`config.mk`:
```
export PLATFORM = sky130hd
export DESIGN_NAME = ring_trim_cal_flat
export DESIGN_NICKNAME = d
export VERILOG_FILES = /design/src/rtl/ring_trim_cal_pkg.sv /design/src/rtl/ring_trim_cal_if.sv /design/src/rtl/ring_trim_cal_edge_counter.sv /design/src/rtl/ring_trim_cal.sv /design/src/flat_wrapper.sv
export SDC_FILE = /design/constraint.sdc
export NUM_CORES = 1
export LEC_CHECK = 0
export CAP_MARGIN = 20
export CELL_PAD_IN_SITES_DETAIL_PLACEMENT = 1
export CELL_PAD_IN_SITES_GLOBAL_PLACEMENT = 2
export CORE_UTILIZATION = 32
export CTS_CLUSTER_SIZE = 40
export DETAILED_ROUTE_END_ITERATION = 7
export HOLD_SLACK_MARGIN = 0.15
export PLACE_DENSITY = 0.86
export REMOVE_ABC_BUFFERS = 1
export SLEW_MARGIN = 10
export SYNTH_ARGS = -nofsm -noshare
export SYNTH_HDL_FRONTEND = slang
export SYNTH_HIERARCHICAL = 1
export SYNTH_SLANG_ARGS = --single-unit
```
`constraint.sdc`:
```
create_clock -name clk -period 5.9 [get_ports clk]
set_clock_uncertainty 0.1 [all_clocks]
set_input_delay 0.59 -clock clk [delete_from_list [all_inputs] [get_ports clk]]
set_output_delay 0.59 -clock clk [all_outputs]
set_load 0.1 [all_outputs]
```
`src/rtl/ring_trim_cal_pkg.sv`:
```
// ring_cal_pkg: shared types, trim constants and the level-to-thermometer helper.
// Revision 1.0
`default_nettype none

package ring_cal_pkg;

  typedef enum logic [2:0] {
    S_IDLE    = 3'd0,
    S_OSC_RST = 3'd1,
    S_SETTLE  = 3'd2,
    S_MEASURE = 3'd3,
    S_ADJUST  = 3'd4,
    S_LOCKED  = 3'd5,
    S_FAIL    = 3'd6
  } state_t;

  localparam int TRIM_W    = 26;
  localparam int LEVEL_MAX = 26;
  localparam int LEVEL_W   = 5;

  function automatic logic [TRIM_W-1:0] level_to_therm(input logic [LEVEL_W-1:0] lvl);
    logic [TRIM_W-1:0] t;
    t = '0;
    for (int i = 0; i < TRIM_W; i++) begin
      if (i < int'(lvl)) t[i] = 1'b1;
    end
    return t;
  endfunction

endpackage

`default_nettype wire

```
`src/rtl/ring_trim_cal_if.sv`:
```
// ring_trim_cal_if: config/status bundle between housekeeping registers and the calibrator.
// Revision 1.0
`default_nettype none

interface ring_trim_cal_if
  import ring_cal_pkg::*;
#(
  parameter int CNT_W = 16
);
  logic                start;
  logic [LEVEL_W-1:0]  init_level;
  logic [CNT_W-1:0]    target_cnt;
  logic [7:0]          tol;
  logic                osc_div_in;
  logic                osc_reset;
  logic [TRIM_W-1:0]   trim;
  logic [LEVEL_W-1:0]  level;
  logic                busy;
  logic                locked;
  logic                fail;
  logic [CNT_W-1:0]    last_count;

  modport master (
    output start, init_level, target_cnt, tol, osc_div_in,
    input  osc_reset, trim, level, busy, locked, fail, last_count
  );

  modport slave (
    input  start, init_level, target_cnt, tol, osc_div_in,
    output osc_reset, trim, level, busy, locked, fail, last_count
  );
endinterface

`default_nettype wire

```
`src/rtl/ring_trim_cal_edge_counter.sv`:
```
// ring_edge_counter: synchronizes the divided ring clock and counts its rising edges (saturating).
// Revision 1.0
`default_nettype none

module ring_edge_counter #(
  parameter int CNT_W = 16
) (
  input  wire logic             clk,
  input  wire logic             resetn,
  input  wire logic             i_osc,
  input  wire logic             i_clr,
  input  wire logic             i_en,
  output logic [CNT_W-1:0]      o_count
);

  logic [1:0]       r_sync;
  logic             r_prev;
  logic [CNT_W-1:0] r_count;
  logic             w_rise;

  assign w_rise  = r_sync[1] & ~r_prev;
  assign o_count = r_count;

  always_ff @(posedge clk) begin
    if (!resetn) begin
      r_sync  <= 2'b00;
      r_prev  <= 1'b0;
      r_count <= '0;
    end else begin
      r_sync <= {r_sync[0], i_osc};
      r_prev <= r_sync[1];
      if (i_clr) begin
        r_count <= '0;
      end else if (i_en && w_rise && (r_count != {CNT_W{1'b1}})) begin
        r_count <= r_count + 1'b1;
      end
    end
  end

endmodule

`default_nettype wire

```
`src/rtl/ring_trim_cal.sv`:
```
// ring_trim_cal: closed-loop trim calibration of the 2x13-stage ring oscillator.
// Optional continuous re-measurement while locked: define RING_CAL_TRACK_EN. Revision 1.0
`default_nettype none

module ring_trim_cal
  import ring_cal_pkg::*;
#(
  parameter int WINDOW      = 1024,
  parameter int CNT_W       = 16,
  parameter int SETTLE      = 64,
  parameter int OSC_RST_CYC = 16,
  parameter int MAX_ITER    = 32
) (
  input wire logic       clk,
  input wire logic       resetn,
  ring_trim_cal_if.slave bus
);

  localparam int TIM_W  = $clog2(SETTLE + WINDOW + OSC_RST_CYC + 2);
  localparam int ITER_W = $clog2(MAX_ITER + 1);

  state_t             r_state, w_state_nx;
  logic [TIM_W-1:0]   r_tim, w_tim_nx;
  logic [ITER_W-1:0]  r_iter, w_iter_nx;
  logic [LEVEL_W-1:0] r_level, w_level_nx;
  logic               r_locked, w_locked_nx;
  logic               r_fail, w_fail_nx;
  logic               r_busy, w_busy_nx;
  logic               r_osc_reset, w_osc_reset_nx;
  logic [CNT_W-1:0]   r_last_count, w_last_count_nx;

  logic               w_clr, w_en;
  logic [CNT_W-1:0]   w_count;

  ring_edge_counter #(.CNT_W(CNT_W)) u_edge_counter (
    .clk     (clk),
    .resetn  (resetn),
    .i_osc   (bus.osc_div_in),
    .i_clr   (w_clr),
    .i_en    (w_en),
    .o_count (w_count)
  );

  // Tolerance band evaluated one bit wider so target+tol cannot wrap.
  logic [CNT_W:0]     w_cnt_x, w_tgt_x, w_tol_x, w_lo, w_hi;
  logic               w_in_tol, w_fast, w_step_fail, w_start_ok;
  logic [LEVEL_W-1:0] w_level_step, w_init_clamp;
  logic [ITER_W-1:0]  w_iter_inc;

  assign w_cnt_x      = {1'b0, w_count};
  assign w_tgt_x      = {1'b0, bus.target_cnt};
  assign w_tol_x      = (CNT_W+1)'(bus.tol);
  assign w_hi         = w_tgt_x + w_tol_x;
  assign w_lo         = (w_tgt_x >= w_tol_x) ? (w_tgt_x - w_tol_x) : '0;
  assign w_in_tol     = (w_cnt_x >= w_lo) && (w_cnt_x <= w_hi);
  assign w_fast       = (w_cnt_x > w_hi);
  assign w_step_fail  = w_fast ? (r_level == LEVEL_W'(LEVEL_MAX)) : (r_level == '0);
  assign w_level_step = w_fast ? (r_level + 1'b1) : (r_level - 1'b1);
  assign w_iter_inc   = r_iter + 1'b1;
  assign w_init_clamp = (bus.init_level > LEVEL_W'(LEVEL_MAX)) ? LEVEL_W'(LEVEL_MAX)
                                                                : bus.init_level;
  assign w_start_ok   = bus.start && !r_busy;

  always_comb begin
    w_state_nx      = r_state;
    w_tim_nx        = r_tim;
    w_iter_nx       = r_iter;
    w_level_nx      = r_level;
    w_locked_nx     = r_locked;
    w_fail_nx       = r_fail;
    w_busy_nx       = r_busy;
    w_osc_reset_nx  = r_osc_reset;
    w_last_count_nx = r_last_count;
    w_clr           = 1'b0;
    w_en            = 1'b0;

    case (r_state)
      S_OSC_RST: begin
        w_tim_nx = r_tim + 1'b1;
        if (r_tim == TIM_W'(OSC_RST_CYC - 1)) begin
          w_state_nx     = S_SETTLE;
          w_osc_reset_nx = 1'b0;
          w_tim_nx       = '0;
        end
      end
      S_SETTLE: begin
        w_clr    = 1'b1;
        w_tim_nx = r_tim + 1'b1;
        if (r_tim == TIM_W'(SETTLE - 1)) begin
          w_state_nx = S_MEASURE;
          w_tim_nx   = '0;
        end
      end
      S_MEASURE: begin
        w_en     = 1'b1;
        w_tim_nx = r_tim + 1'b1;
        if (r_tim == TIM_W'(WINDOW - 1)) begin
          w_state_nx = S_ADJUST;
          w_tim_nx   = '0;
        end
      end
      S_ADJUST: begin
        w_last_count_nx = w_count;
        w_tim_nx        = '0;
        if (w_in_tol) begin
          w_state_nx  = S_LOCKED;
          w_locked_nx = 1'b1;
          w_busy_nx   = 1'b0;
        end else if (w_step_fail) begin
          w_state_nx = S_FAIL;
          w_fail_nx  = 1'b1;
          w_busy_nx  = 1'b0;
        end else begin
          w_level_nx = w_level_step;
          w_iter_nx  = w_iter_inc;
          if (w_iter_inc == ITER_W'(MAX_ITER)) begin
            w_state_nx = S_FAIL;
            w_fail_nx  = 1'b1;
            w_busy_nx  = 1'b0;
          end else begin
            w_state_nx = S_SETTLE;
          end
        end
      end
      S_LOCKED: begin
`ifdef RING_CAL_TRACK_EN
        // Free-running settle/window/evaluate cycle on the tracking timer.
        w_tim_nx = r_tim + 1'b1;
        w_clr    = (r_tim < TIM_W'(SETTLE));
        w_en     = (r_tim >= TIM_W'(SETTLE)) && (r_tim < TIM_W'(SETTLE + WINDOW));
        if (r_tim == TIM_W'(SETTLE + WINDOW)) begin
          w_last_count_nx = w_count;
          w_tim_nx        = '0;
          if (!w_in_tol) begin
            w_locked_nx = 1'b0;
            if (w_step_fail || (ITER_W'(1) == ITER_W'(MAX_ITER))) begin
              w_state_nx = S_FAIL;
              w_fail_nx  = 1'b1;
              if (!w_step_fail) w_level_nx = w_level_step;
            end else begin
              w_level_nx = w_level_step;
              w_iter_nx  = ITER_W'(1);
              w_busy_nx  = 1'b1;
              w_state_nx = S_SETTLE;
            end
          end
        end
`endif
      end
      default: ;
    endcase

    if (w_start_ok && (r_state == S_IDLE || r_state == S_LOCKED || r_state == S_FAIL)) begin
      w_state_nx     = S_OSC_RST;
      w_level_nx     = w_init_clamp;
      w_iter_nx      = '0;
      w_locked_nx    = 1'b0;
      w_fail_nx      = 1'b0;
      w_busy_nx      = 1'b1;
      w_osc_reset_nx = 1'b1;
      w_tim_nx       = '0;
      w_clr          = 1'b0;
      w_en           = 1'b0;
    end
  end

  always_ff @(posedge clk) begin
    if (!resetn) begin
      r_state      <= S_IDLE;
      r_tim        <= '0;
      r_iter       <= '0;
      r_level      <= '0;
      r_locked     <= 1'b0;
      r_fail       <= 1'b0;
      r_busy       <= 1'b0;
      r_osc_reset  <= 1'b1;
      r_last_count <= '0;
    end else begin
      r_state      <= w_state_nx;
      r_tim        <= w_tim_nx;
      r_iter       <= w_iter_nx;
      r_level      <= w_level_nx;
      r_locked     <= w_locked_nx;
      r_fail       <= w_fail_nx;
      r_busy       <= w_busy_nx;
      r_osc_reset  <= w_osc_reset_nx;
      r_last_count <= w_last_count_nx;
    end
  end

  assign bus.osc_reset  = r_osc_reset;
  assign bus.trim       = level_to_therm(r_level);
  assign bus.level      = r_level;
  assign bus.busy       = r_busy;
  assign bus.locked     = r_locked;
  assign bus.fail       = r_fail;
  assign bus.last_count = r_last_count;

endmodule

`default_nettype wire

```
`src/flat_wrapper.sv`:
```
// flat-port wrapper written by rule: the top's interface ports become plain ports
module ring_trim_cal_flat import ring_cal_pkg::*;
#(
  parameter int WINDOW      = 1024,
  parameter int CNT_W       = 16,
  parameter int SETTLE      = 64,
  parameter int OSC_RST_CYC = 16,
  parameter int MAX_ITER    = 32
)
  (clk, resetn, bus_start, bus_init_level, bus_target_cnt, bus_tol, bus_osc_div_in, bus_osc_reset, bus_trim, bus_level, bus_busy, bus_locked, bus_fail, bus_last_count);
  ring_trim_cal_if #(.CNT_W(CNT_W)) bus_i ();
  input wire logic clk;
  input wire logic resetn;
  input wire logic [$bits(bus_i.start)-1:0] bus_start;
  input wire logic [$bits(bus_i.init_level)-1:0] bus_init_level;
  input wire logic [$bits(bus_i.target_cnt)-1:0] bus_target_cnt;
  input wire logic [$bits(bus_i.tol)-1:0] bus_tol;
  input wire logic [$bits(bus_i.osc_div_in)-1:0] bus_osc_div_in;
  output wire logic [$bits(bus_i.osc_reset)-1:0] bus_osc_reset;
  output wire logic [$bits(bus_i.trim)-1:0] bus_trim;
  output wire logic [$bits(bus_i.level)-1:0] bus_level;
  output wire logic [$bits(bus_i.busy)-1:0] bus_busy;
  output wire logic [$bits(bus_i.locked)-1:0] bus_locked;
  output wire logic [$bits(bus_i.fail)-1:0] bus_fail;
  output wire logic [$bits(bus_i.last_count)-1:0] bus_last_count;
  assign bus_i.start = bus_start;
  assign bus_i.init_level = bus_init_level;
  assign bus_i.target_cnt = bus_target_cnt;
  assign bus_i.tol = bus_tol;
  assign bus_i.osc_div_in = bus_osc_div_in;
  assign bus_osc_reset = bus_i.osc_reset;
  assign bus_trim = bus_i.trim;
  assign bus_level = bus_i.level;
  assign bus_busy = bus_i.busy;
  assign bus_locked = bus_i.locked;
  assign bus_fail = bus_i.fail;
  assign bus_last_count = bus_i.last_count;
  ring_trim_cal #(.WINDOW(WINDOW), .CNT_W(CNT_W), .SETTLE(SETTLE), .OSC_RST_CYC(OSC_RST_CYC), .MAX_ITER(MAX_ITER)) u_core (.clk(clk), .resetn(resetn), .bus(bus_i));
endmodule
```
---- Yosys cells after proc, flatten, opt, wreduce, memory -nomap -nowiden ----
Cells that the tools add are included.
storage, ports and cells
  flip-flop bits (word level) ............. 64
operators by class
  $add $sub $neg .......................... 7
  magnitude comparators ................... 31
  eq/ne operators ......................... 20
  muxes and demuxes ....................... 57
  bitwise logic cells ..................... 5
  reductions and logical operators ........ 25
operators with widths
  kind                                                                          number
  5-bit less-than comparator (first input constant)                             10
  11-bit one-hot mux with 4 select lines                                        1
  4-bit by 5-bit less-than comparator with 1-bit output (first input constant)  8
  1-bit 2-to-1 mux                                                              39
  11-bit 2-to-1 mux                                                             3
  5-bit 2-to-1 mux                                                              6
  3-bit by 5-bit less-than comparator with 1-bit output (first input constant)  4
  3-bit 2-to-1 mux                                                              6
  16-bit by 8-bit adder with 17-bit output                                      1
  16-bit by 17-bit >= comparator with 1-bit output                              1
  16-bit by 17-bit > comparator with 1-bit output                               1
  16-bit by 17-bit <= comparator with 1-bit output                              1
  17-bit 2-to-1 mux                                                             1
  16-bit by 8-bit subtractor with 17-bit output                                 1
  16-bit by 1-bit adder with 16-bit output (second input constant)              1
  16-bit by 8-bit >= comparator with 1-bit output                               1
  16-bit inequality test (second input constant)                                1
  3-bit one-hot mux with 4 select lines                                         1
  11-bit by 1-bit adder with 11-bit output (second input constant)              1
  11-bit by 10-bit equality test with 1-bit output (second input constant)      1
  11-bit by 4-bit equality test with 1-bit output (second input constant)       1
  11-bit by 6-bit equality test with 1-bit output (second input constant)       1
  1-bit by 5-bit less-than comparator with 1-bit output (first input constant)  2
  2-bit by 5-bit less-than comparator with 1-bit output (first input constant)  2
  other kinds (26)                                                              50

---- Logic depth before layout (Yosys ltp) ----
Gate-level depths: netlist of the first run.
  word-level depth ........................ 7
  mapped depth ............................ 20

---- Hierarchy ----
The synthesis of the first run kept the hierarchy.
by module, submodules not included
  module             times used  cells each  area each (µm²)  sequential area each (µm²)
  ring_trim_cal      1           574         4430.5           900.9
  ring_edge_counter  1           117         1014.7           380.4

---- Worst setup path before layout of the first run ----
No wires, ideal clock.
  kind .................................... in2reg
  from .................................... input bus_target_cnt[0]
  to ...................................... register u_core.r_iter[1]
  arrival time ............................ 4.272 ns
  slack ................................... 1.401 ns
  cell stages on the path ................. 19
  cell sequence ........................... inv_1 > ha_1 > inv_1 > fa_1 > a21o_1 > a221oi_4 > o21ai_0 > nor3_1 > xor2_1 > nand2_1 > ha_1 > a2111oi_0 > o21ai_0 > o32ai_1 > o22ai_2 > a211oi_4 > buf_8 > mux2i_1 > nor2_1
between the ends
  word-level cells in the longest chain between the ends .. 6
  elaborated cells between the ends (all ways) .. 12
  those cells by class .................... add/sub: 2; order compare: 4; mux: 2; bitwise: 2; reduce/logical: 2
ends and longest elaborated chain
  what                                                                                                              line                  RTL
  start: declaration                                                                                                flat_wrapper.sv:16    input wire logic [$bits(bus_i.target_cnt)-1:0] bus_target_cnt;
  16-bit by 8-bit subtractor with 17-bit output or 16-bit by 8-bit >= comparator with 1-bit output (tied branches)  ring_trim_cal.sv:54   assign w_lo = (w_tgt_x >= w_tol_x) ? (w_tgt_x - w_tol_x) : '0;
  17-bit 2-to-1 mux                                                                                                 ring_trim_cal.sv:54
  16-bit by 17-bit >= comparator with 1-bit output                                                                  ring_trim_cal.sv:55   assign w_in_tol = (w_cnt_x >= w_lo) && (w_cnt_x <= w_hi);
  1-bit logical AND                                                                                                 ring_trim_cal.sv:55
  1-bit NOT (no source line)                                                                                        --
  3-bit AND reduction (no source line) (*)                                                                          --
  end signal: assignment                                                                                            ring_trim_cal.sv:181  r_iter <= w_iter_nx;
  end: declaration                                                                                                  ring_trim_cal.sv:24   logic [ITER_W-1:0] r_iter, w_iter_nx;
Mark *: on every way between the ends. The rest lies on a longest branch, timed or not.
A chain may end at the register's enable or synchronous reset.

---- Worst setup path after layout of the first run ----
  from .................................... input bus_tol[1]
  to ...................................... register u_core.r_level[0] (netlist: u_core/bus.level[0])
between the ends
  word-level cells in the longest chain between the ends .. 7
  elaborated cells between the ends (all ways) .. 17
  those cells by class .................... add/sub: 2; order compare: 4; eq/ne: 2; mux: 7; reduce/logical: 2
ends and longest elaborated chain
  what                                             line                  RTL
  start: declaration                               flat_wrapper.sv:17    input wire logic [$bits(bus_i.tol)-1:0] bus_tol;
  16-bit by 8-bit adder with 17-bit output         ring_trim_cal.sv:53   assign w_hi = w_tgt_x + w_tol_x;
  16-bit by 17-bit > comparator with 1-bit output  ring_trim_cal.sv:56   assign w_fast = (w_cnt_x > w_hi);
  5-bit 2-to-1 mux                                 ring_trim_cal.sv:58   assign w_level_step = w_fast ? (r_level + 1'b1) : (r_level - 1'b1);
  5-bit 2-to-1 mux                                 ring_trim_cal.sv:109  end else if (w_step_fail) begin
  5-bit 2-to-1 mux                                 ring_trim_cal.sv:105  if (w_in_tol) begin
  5-bit 2-to-1 mux                                 ring_trim_cal.sv:77   case (r_state)
  5-bit 2-to-1 mux                                 ring_trim_cal.sv:153  if (w_start_ok && (r_state == S_IDLE || r_state == S_LOCKED || r_state == S_FAIL)) begin
  end signal: assignment                           ring_trim_cal.sv:182  r_level <= w_level_nx;
  end: declaration                                 ring_trim_cal.sv:25   logic [LEVEL_W-1:0] r_level, w_level_nx;
Parallel ways exist; a longest one is shown, timed or not. The select of a mux whose other input is x is not followed.

==> results of run 1 <==
-- where the power goes --
| group | switching [mW] | internal (mW) | total [mW] | leakage [nW] |
|---|---|---|---|---|
| Clock | 0.208 | 0.374 | 0.582 | 0.157 |
| Sequential | 0.0236 | 0.441 | 0.465 | 0.517 |
| Combinational | 0.452 | 0.183 | 0.635 | 1.99 |
| Total | 0.684 | 0.998 | 1.68 | 2.66 |
-- synthesized netlist by cell type, drive strengths merged, types with 4 or more instances --
cell     instances
clkbuf          21
nor2            58
nand3b           5
a2111oi          4
ha              55
nand3           23
inv             32
a21boi          24
o31ai            4
o21a             9
xnor2           20
dfxtp           64
nor2b            5
nand2b          15
o21bai           8
o21ai           21
o211ai           5
nand4           15
mux2i           13
and4             7
nand2           95
a21o             9
xor2            15
and2             8
or3              4
or4              5
a31oi            4
buf             14
a211oi          11
a21oi           40
nor4             7
nor3            15
and3            15
-- per-stage QoR --
stage	total power, mW	utilization	cell area, sq um	hold slack, ns	setup slack [ns]
floorplan	0.9357	-	5224	0.3118	1.100
global placement	1.094	0.3849	6382	0.3308	0.3953
detailed placement	1.111	0.3849	6382	0.3236	0.1551
CTS	1.695	0.4046	6710	0.3564	0.4559
global route	1.753	0.4046	6710	0.3778	0.01382
finish	1.682	0.4046	6710	0.3563	0.4378
-- cell type report --
| cell class | count | area, sq um | share of cell area |
|---|---|---|---|
| Clock buffer | 9 | 225.2 | 0.03356 |
| Timing Repair Buffer | 90 | 883.3 | 0.1316 |
| Multi-Input combinational cell | 559 | 3819 | 0.5691 |
| Clock inverter | 7 | 102.6 | 0.01529 |
| Tap cell | 220 | 275.3 | 0.04102 |
| Sequential cell | 64 | 1281 | 0.1909 |
| Inverter | 33 | 123.9 | 0.01846 |
-- critical path: cells and delay by family --
kind	cells	cell delay (ns)
AO/OA/AOI/OAI	11	3.05
buffers and inverters	3	0.88
adder cells (fa/ha/maj)	2	0.53
AND/OR/NAND/NOR	3	0.40
multiplexers	1	0.16
-- cells by family (layout without fill, tap and decap cells) --
logic type	Yosys count	after routing	share of synthesized area
simple gates	287	287	0.2693
mux	14	14	0.02596
buf+inv	68	139	0.06342
compound gates	166	166	0.2160
flops	64	64	0.2353
xor+xnor	35	35	0.05630
fa+ha+maj	57	57	0.1337
-- layer usage --
metal | track usage | wire length (um)
met5 | 0 | 0
met4 | 0.05619 | 221
met3 | 0.01916 | 339
met2 | 0.3424 | 8203
met1 | 0.2349 | 7533
-- state kept, by name, indices dropped and copies added (netlist names), 2 cells and up --
signal                         flops
u_core/r_tim                      11
u_core/u_edge_counter/r_sync       2
u_core/bus.level                   5
u_core/r_state                     3
u_core/r_iter                      6
u_core/bus.last_count             16
u_core/u_edge_counter/o_count     16
-- worst paths after layout --
| kind | to | slack [ns] | depth (start not counted) |
|---|---|---|---|
| worst min register to register | u_core/u_edge_counter/r_sync[1] | 0.36 | 1 |
| worst max-delay path | u_core/bus.level[0] | 0.44 | 20 |
| worst min-delay path | u_core/u_edge_counter/r_sync[1] | 0.36 | 1 |
| worst max register to register | u_core/bus.level[0] | 2.53 | 11 |
==> out/results.tsv, run 1 <==
metric	value	unit
outcome	completed	
sequential-to-total area share from yosys stat	0.2353	
worst hold path class	register to register	
Slew Viols, Final	0	
synthesized flop and latch total	64	
CP peak stage delay	0.54	ns
WL per Instance	16.60	um
Crit Path Category	primary input to register	
Global Route Usage Sum	0.1890	
reg-to-reg startpoint	u_core/u_edge_counter/o_count[2]	
Synth Flop Type	dfxtp_1	
total die area	17540	sq um
Inserted Clock Buffers	9	
Pleak	2.665	nW
worst slew pin tran	0.9909	ns
Hold Crit Start	u_core/u_edge_counter/r_sync[0]	
RSZ-0062 raised after global routing	false	
number of synthesized flops with an enable pin	0	
Crit Path Max Fanout	12	
Yosys cell types	81	
yosys warns	6	
final period utilization	0.9258	
post-route ant nets	0	
Max-Cap Viols	0	
Non-Filler Instances	982	
Via-to-Cell Ratio	5.345	
Critical-path top delay cell	a211oi_4	
DRT Pass-1 Iters	4	
dpl cells	966	
CP Launch Type	primary input	
initial DRC count	213	
Vias	5249	
pwr/cell area	250.6	nW/um^2
total gr overflow	0	
io pins	84	
Synth-to-Final Area Change	23.23	%
final wirelength	16300	um
crit end category	register	
f_max	183.1	MHz
wire length of the first global-routing pass	26950	um
row count	47	
worst path arrival time	5.62	ns
most used cell, CP	o21ai_0	
fill cell count	2013	
drt drc	0	
ANT cells	0	
CP required	6.06	ns
htree depth	3	
share of the synthesized area in the top cell type	0.2353	
Post-CTS Setup Inserts	0	
Avg Cell Area, Syn	7.880	sq um
dpl hpwl	13000	um
ys async rst share	0	
Final #Nets	847	
Fin. Hold Viols	0	
# setup viols final	0	
Die Span Y	132.4	um
CTS tree	done	
later-pin clock latency in the skew report	0.34	ns
initial antenna violation count	0	
Synth area leader	dfxtp_1	
commonest non-fill, non-tap cell in the layout	nand2_1	
cts hold-fix bufs	0	
cts repair resizes	0	
clk root buf	clkbuf_16	
Die X	132.4	um
vias in the first global route	5451	
GPL Wtd Cong	0.8284	
Placeable Area	16580	sq um
Mapped Area	5445	sq um
initial core utilization	0.3284	
clock sinks	64	
Crit. Startpoint	bus_tol[1]	
Longest Clk Path Bufs	2	
commonest non-fill, non-tap cells in the layout	95 x nand2_1, 83 x clkdlybuf4s50_1, 64 x dfxtp_1	
setup TNS	0	ns
Synth Instances	691	
share of layout cells above drive strength 1	0.06168	
pin count of the biggest net entering global routing	21	
CP cell instances	clkdlybuf4s50_1 > inv_1 > ha_1 > nor2b_1 > o31a_1 > o21ai_0 > a21oi_1 > o21a_1 > o21ai_0 > nand4_1 > mux2i_1 > ha_1 > a2111oi_0 > o21ai_0 > o32ai_1 > o22ai_2 > a211oi_4 > buf_4 > nor3_2 > a211oi_2	
CTS clk-pin slew, worst paths	0.06	ns
IO Port Bufs	83	
fin crit period	5.462	ns
synth top area cells	dfxtp_1 24%, ha_1 13%, nand2_1 6.5%, nor2_1 3.9%, a21oi_1 3.6%	
worst rel slew slack	0.3373	
VDD IR max	0.1279	mV
(Power assumes the default switching activity.)
==> inputs of run 2 (changes only) <==
- SLEW_MARGIN: 10 -> 0
==> results of run 2 <==
Final layout, timing and power as in run 1 (identical DEF).
